==> src/rtl/soc_bus_ctrl.sv <==
// soc_bus_ctrl: bridges the CPU native memory port to a BRAM and a GPIO target.
// Unmapped accesses and target timeouts complete with 32'hDEAD_BEEF and a sticky error.
module soc_bus_ctrl #(
    parameter logic [31:0] BRAM_BASE = 32'h0000_0000,
    parameter logic [31:0] BRAM_SIZE = 32'h0001_0000,
    parameter logic [31:0] GPIO_BASE = 32'h0200_0000,
    parameter logic [31:0] GPIO_SIZE = 32'h0000_1000,
    parameter int unsigned TIMEOUT   = 16
) (
    input  logic        clk,
    input  logic        reset,

    input  logic        cpu_mem_valid,
    input  logic [31:0] cpu_mem_addr,
    input  logic [31:0] cpu_mem_wdata,
    input  logic [3:0]  cpu_mem_wstrb,
    output logic        cpu_mem_ready,
    output logic [31:0] cpu_mem_rdata,

    output logic        bram_valid,
    output logic [31:0] bram_addr,
    output logic [31:0] bram_wdata,
    output logic [3:0]  bram_wstrb,
    input  logic        bram_ready,
    input  logic [31:0] bram_rdata,

    output logic        gpio_valid,
    output logic [31:0] gpio_addr,
    output logic [31:0] gpio_wdata,
    output logic [3:0]  gpio_wstrb,
    input  logic        gpio_ready,
    input  logic [31:0] gpio_rdata,

    output logic        bus_err,
    output logic [31:0] err_addr,
    input  logic        err_clr
);

    typedef enum logic [1:0] {
        IDLE,
        ACCESS,
        RESP
    } state_t;

    localparam logic [31:0] BRAM_MASK = ~(BRAM_SIZE - 32'd1);
    localparam logic [31:0] GPIO_MASK = ~(GPIO_SIZE - 32'd1);
    localparam logic [7:0]  LAST_CNT  = 8'(TIMEOUT - 1);
    localparam logic [31:0] ERR_DATA  = 32'hDEAD_BEEF;

    state_t      state;
    logic [7:0]  cnt;
    logic [31:0] req_addr;
    logic        sel_gpio;

    logic        bram_hit;
    logic        gpio_hit;
    logic        tgt_ready;
    logic [31:0] tgt_rdata;

    assign bram_hit = (cpu_mem_addr & BRAM_MASK) == BRAM_BASE;
    assign gpio_hit = (cpu_mem_addr & GPIO_MASK) == GPIO_BASE;

    // Only the target chosen at decode time can complete the access.
    assign tgt_ready = sel_gpio ? gpio_ready : bram_ready;
    assign tgt_rdata = sel_gpio ? gpio_rdata : bram_rdata;

    always_ff @(posedge clk) begin
        if (reset) begin
            state         <= IDLE;
            cnt           <= 8'd0;
            req_addr      <= 32'd0;
            sel_gpio      <= 1'b0;
            cpu_mem_ready <= 1'b0;
            cpu_mem_rdata <= 32'd0;
            bram_valid    <= 1'b0;
            bram_addr     <= 32'd0;
            bram_wdata    <= 32'd0;
            bram_wstrb    <= 4'd0;
            gpio_valid    <= 1'b0;
            gpio_addr     <= 32'd0;
            gpio_wdata    <= 32'd0;
            gpio_wstrb    <= 4'd0;
            bus_err       <= 1'b0;
            err_addr      <= 32'd0;
        end else begin
            // A new error raised below overrides this clear.
            if (err_clr) begin
                bus_err <= 1'b0;
            end

            unique case (state)
                IDLE: begin
                    if (cpu_mem_valid) begin
                        req_addr <= cpu_mem_addr;
                        cnt      <= 8'd0;
                        unique case (1'b1)
                            bram_hit: begin
                                sel_gpio   <= 1'b0;
                                bram_valid <= 1'b1;
                                bram_addr  <= cpu_mem_addr - BRAM_BASE;
                                bram_wdata <= cpu_mem_wdata;
                                bram_wstrb <= cpu_mem_wstrb;
                                state      <= ACCESS;
                            end
                            gpio_hit: begin
                                sel_gpio   <= 1'b1;
                                gpio_valid <= 1'b1;
                                gpio_addr  <= cpu_mem_addr - GPIO_BASE;
                                gpio_wdata <= cpu_mem_wdata;
                                gpio_wstrb <= cpu_mem_wstrb;
                                state      <= ACCESS;
                            end
                            default: begin
                                cpu_mem_rdata <= ERR_DATA;
                                cpu_mem_ready <= 1'b1;
                                bus_err       <= 1'b1;
                                err_addr      <= cpu_mem_addr;
                                state         <= RESP;
                            end
                        endcase
                    end
                end

                ACCESS: begin
                    if (tgt_ready) begin
                        cpu_mem_rdata <= tgt_rdata;
                        cpu_mem_ready <= 1'b1;
                        bram_valid    <= 1'b0;
                        gpio_valid    <= 1'b0;
                        state         <= RESP;
                    end else if (cnt == LAST_CNT) begin
                        cpu_mem_rdata <= ERR_DATA;
                        cpu_mem_ready <= 1'b1;
                        bram_valid    <= 1'b0;
                        gpio_valid    <= 1'b0;
                        bus_err       <= 1'b1;
                        err_addr      <= req_addr;
                        state         <= RESP;
                    end else begin
                        cnt <= cnt + 8'd1;
                    end
                end

                RESP: begin
                    cpu_mem_ready <= 1'b0;
                    state         <= IDLE;
                end

                default: begin
                    state <= IDLE;
                end
            endcase
        end
    end

endmodule

==> config.mk <==
export PLATFORM = sky130hd
export DESIGN_NAME = soc_bus_ctrl
export DESIGN_NICKNAME = d
export VERILOG_FILES = /design/src/rtl/soc_bus_ctrl.sv
export SDC_FILE = /design/constraint.sdc
export NUM_CORES = 1
export LEC_CHECK = 0
export CAP_MARGIN = 20
export CORE_ASPECT_RATIO = 0.7
export CORE_MARGIN = 3
export CORE_UTILIZATION = 49
export DETAILED_ROUTE_END_ITERATION = 10
export PLACE_DENSITY = 0.88
export SLEW_MARGIN = 25
export SYNTH_ARGS = -nofsm -noshare
export SYNTH_HDL_FRONTEND = slang
export SYNTH_SLANG_ARGS = --single-unit
==> constraint.sdc <==
create_clock -name clk -period 4.1 [get_ports clk]
set_input_delay 0.615 -clock clk [delete_from_list [all_inputs] [get_ports clk]]
set_output_delay 0.615 -clock clk [all_outputs]
set_load 0.01 [all_outputs]
# Word-level counts from Yosys, hierarchy flattened
# Cells that the tools add are included.
# op_classes
add_sub_neg,2
eq_ne,12
reduce_logical,17
mux,41
# ops
cell,n
$mux 32,9
$pmux 32 s2,2
$logic_not 32->1,1
$sub 32x26->32 const B,1
$mux 8,3
$eq 20x14->1 const B,1
$reduce_and 4->1,5
$mux 1,16
$pmux 8 s2,1
$ne 2x2->1 const B,7
$reduce_and 3->1,3
$add 8x1->8 const B,1
$eq 8x4->1 const B,1
$mux 2,4
$pmux 1 s2,4
$reduce_and 5->1,1
$pmux 2 s2,1
$reduce_and 2->1,2
$reduce_bool 2->1,2
$ne 3x3->1 const B,1
$pmux 1 s3,1
$reduce_bool 3->1,1
$eq 2x1->1 const B,1
$eq 2x2->1 const B,1
other kinds (2),2
# totals
in_bits,138
elab_cells,88
reg_bits,247
output_inout_bits,204

# Longest topological paths before layout
# depth
depth_word,5
ltp_mapped,8
ltp_nobuf,6

# Least setup slack after synthesis
# OpenSTA, ideal clock, no wires.
# synth_path
path_type,input to register
startpoint,input port cpu_mem_addr[16]
endpoint,register err_addr[10]
arrival_time_ns,2.084
setup_slack_ns,1.893
path_stages,5
required_time_ns,3.977
setup_ns,0.123
path_buffers,1
path_cell_list,nor4_2 -> nand4_2 -> a221oi_4 -> buf_4 -> mux2_1
# synth_between
elab_chain_len,4
word_cells_on_any_way,5
classes_between,eq/ne: 2; reduce/logical: 3
# synth_rtl
item,line,text
"start, declared",14,"input logic [31:0] cpu_mem_addr,"
$eq 20x14->1 / $logic_not 32->1 (equally long branches),"61, 60",
$reduce_or 2->1 (no line) *,--,
$ne 2x2->1 (no line) *,--,
$reduce_and 5->1 (no line) *,--,
"end signal, assigned",117,err_addr <= cpu_mem_addr;
"end signal, assigned",137,err_addr <= req_addr;
"end, declared",35,"output logic [31:0] err_addr,"
# Mark *: on every way between the ends. The rest lies on a longest branch, timed or not.
# A chain may end at the register's enable or synchronous reset.

# Worst setup path in the final report
# layout_path
startpoint,register state[1]
endpoint,register err_addr[26]
# layout_between
elab_chain_len,3
word_cells_on_any_way,9
classes_between,eq/ne: 5; mux: 1; reduce/logical: 3
# layout_rtl
item,line,text
"start, declared",50,state_t state;
"start signal, assigned",69,state <= IDLE;
"start signal, assigned",103,state <= ACCESS;
"start signal, assigned",111,state <= ACCESS;
$eq 2x1->1 / $logic_not 2->1 (equally long branches),91,unique case (state)
$ne 2x2->1 (no line) / $reduce_bool 2->1 (equally long branches),--,
$reduce_and 5->1 (no line),--,
# Parallel ways exist; a longest one is shown, timed or not.

==> impl_metrics.yaml <==
placed_design:
  post-dp-hpwl_um: 22000
  port-buffer-count: 341
  placed_cells_incl_taps: 1653
  pre_cts_setup_slack_ns: 0.984
  gp_congestion: 0.840
cts:
  clock_latency_at_the_later_pin_of_the_worst_skew_pair_ns: 0.52
  cts.reportedPaths.clkPinSlew_ns: 0.06
  clockRootBuffer: "clkbuf_16"
  cts_setup_buffers: 0
  cts_hold_repair.buffers: 0
  cts_made_buffers: 24
  tritoncts: "done"
  ctsHtreeMaxLevel: 1
  cts_buffer_depth: 3
  tritoncts_num_sinks: 247
  cts.repair.resized: 0
power_and_ir_drop:
  vdd_ir_drop_max_v: 0.000271
  power.switching_uw: 1240
  internal_power_uw: 4100
  cellPowerDensity_nw_per_um2: 372
  report.power.total_uw: 5340
  pwr-share-clk_pct: 42.9
  part_of_the_power_in_combinational_logic_pct: 10.2
  power.share.switching_pct: 23.2
  static-leakage-power_uw: 0.00495
  seq_power_share_pct: 46.8
route:
  detail-route-antenna-nets: 0
  drt_pass1_iterations: 5
  wirelength_um: 32800
  drt-initial-drc-count: 1060
  drc_errors: 0
  routed-via-count: 9746
  wl_per_cell_um: 19.3
  viasPerCell: 5.74
yosys:
  synth_top_cells_by_area: "dfxtp_1, a21oi_1, nand2_1, o31ai_1, nand4_1"
  count_of_flip_flops_with_a_built_in_enable_after_synthesis: 0
  synthesis.area_per_instance_um2: 8.81
  xor_and_xnor_fraction_of_the_mapped_netlist_area_pct: 0.262
  synthesis.instances: 1140
  muxShareOfSynthArea_pct: 7.10
  synth_flop_cell: "dfxtp_1"
  yosysTopAreaCell: "dfxtp_1"
  synthAdderAreaFrac_pct: 0.249
  synth_top_family_by_area: "compound AO/OA/AOI/OAI gates"
  count_of_state_elements_after_synthesis: 247
  synth.yosys.seq_area_share_pct: 49.2
  post_synth_num_cell_types: 46
  yosysTopAreaCellShare_pct: 49.2
  netlist_area_um2: 10000
  yosysWarnings: 0
  yosys.area_share.simple_pct: 17.9
  async_flop_share_pct: 0
  synthesis.nets: 1280
  synth-compound-area-share_pct: 20.4
sta:
  unrepaired_setup_endpoints_after_global_routing: "no"
  timing.max_slew.rel_slack_pct: 33.7
  worst_slew_pin_slew_ns: 0.995
  tns_ns: 0
  period_share_pct: 64.6
  setup-violations-final: 0
  report.final.slew_viol_count: 0
  post-route-worst-setup-slack_ns: 1.45
  final_hold_viol_count: 0
  worst_clock_skew_ns: 0.0267
  fmaxAchievable_ghz: 0.378
  final_period_minus_worst_setup_slack_ns: 2.65
floorplanning:
  die_width_um: 177
  num_io_pins: 342
  die_height_um: 126
  placement_rows: 43
  initial_utilization_pct: 50.3
  design.core.area_um2: 20000
  die_area_um2: 22300
final_layout:
  syn2layout_area_growth_pct: 42.9
  mostFrequentLayoutCell: "clkdlybuf4s50_1"
  instances_no_fill: 1697
  insertedDiodeCount: 0
  finalCoreUtilization_pct: 71.9
  layout.nets: 1549
  post_route_cells_drive_above_1_share_pct: 5.68
  layout.cells.most_common_list: "clkdlybuf4s50_1, dfxtp_1, a21oi_1"
global_routing:
  grt_remaining_overflow: 0
  maximum_number_of_pins_on_one_net_before_global_route_repair: 102
  initial_antenna_violation_count: 1
  grt_pass1_wl_um: 50900
  first_global_vias: 9328
  gr-usage-all-layers_pct: 27.9
setup_path:
  crit_path_max_fanout: 36
  worst-endpoint-required_ns: 4.48
  critPathCaptureType: "flip-flop"
  crit_path_start_kind: "flip-flop"
  regToRegStartpoint: "state[1]"
  cp-startpoint: "state[1]"
  timing.reg2reg.worst_path_depth: 5
  crit_arrival_ns: 3.03
  path_class: "flip-flop to flip-flop"
  reg2reg_setup_slack_ns: 1.45
status:
  run_status: "completed"
hold_path:
  holdCritPathClass: "flip-flop to flip-flop"
  whs_path_depth: 2
  timing.hold.worst.start: "req_addr[4]"
job:
  timing.max_cap.violations: 0
## layout make-up
class                   instances  area (um^2)
repair buffers                359         3570
fillers                      1452         5610
well taps                     270          338
multi-input cells             773         4660
inverters                       4         15.0
clock buffers                  34          688
clock inverters                10          139
flip-flops and latches        247         4950
## path summary, 6_finish.rpt
kind | endpoint
worst min-delay path | req_addr[4]
worst min register to register | req_addr[4]
worst max register to register | err_addr[26]
worst max-delay path | err_addr[26]
## metrics by stage
step           hold WS [ns]  area, um^2
6_report              0.456       14400
5_1_grt               0.470       14400
4_1_cts               0.457       14300
3_5_place_dp          0.445       13500
3_3_place_gp          0.441       13500
2_1_floorplan         0.437       10000
## sequential cells by signal, indices dropped and copies added (netlist names)
signal,count
gpio_valid,1
bram_wdata,32
cnt,8
err_addr,32
cpu_mem_rdata,32
bram_valid,1
cpu_mem_ready,1
bram_wstrb,4
sel_gpio,1
bus_err,1
bram_addr,32
req_addr,32
state,2
gpio_wstrb,4
gpio_addr,32
gpio_wdata,32
## kinds of logic (layout without fill, tap and decap cells)
kind of cell | Yosys count | count (layout)
xor gates and xnor gates | 3 | 3
muxes | 67 | 67
DFF | 247 | 247
adders and majority gates | 2 | 2
AOI/OAI and AO/OA | 352 | 352
buffers and inverters | 120 | 407
and+or+nand+nor | 349 | 349
## cell usage after synthesis (11+ instances only)
| master | instances |
|---|---|
| a21oi_1 | 200 |
| nor2_1 | 12 |
| nand3_1 | 54 |
| buf_1 | 16 |
| nand2b_1 | 11 |
| clkbuf_1 | 80 |
| dfxtp_1 | 247 |
| nand2_1 | 133 |
| buf_2 | 17 |
| o21ai_0 | 49 |
| o21a_1 | 28 |
| nor2b_1 | 33 |
| nand4_1 | 53 |
| and2_1 | 33 |
| mux2_1 | 29 |
| o31ai_1 | 55 |
| mux2i_1 | 33 |
## metal layers
metal	share of wire, %	track usage [%]	vias to the layer above	routed length, um
met3	9.2	6.81	77	3010
met4	3.1	8.77	2	1020
met1	42	37.8	4593	13800
met2	46	44.3	473	14900
li1	-	-	4601	-
met5	0.024	0	-	8
## power groups by stage
stage / combinational, uW / sequential (uW) / clock [uW]
finish: 545 / 2500 / 2290
global placement: 530 / 2550 / 0
CTS: 543 / 2500 / 2320
floorplan: 211 / 2570 / 0
global route: 584 / 2510 / 2430
detailed placement: 538 / 2550 / 0
## critical path: stages, from the launching register on
cell      delay, ns
dfxtp_1        0.53
nand2b_2       0.73
nor2_1         0.26
a221oi_4       0.30
buf_4          0.33
mux2_1         0.37
(Power assumes the default switching activity.)
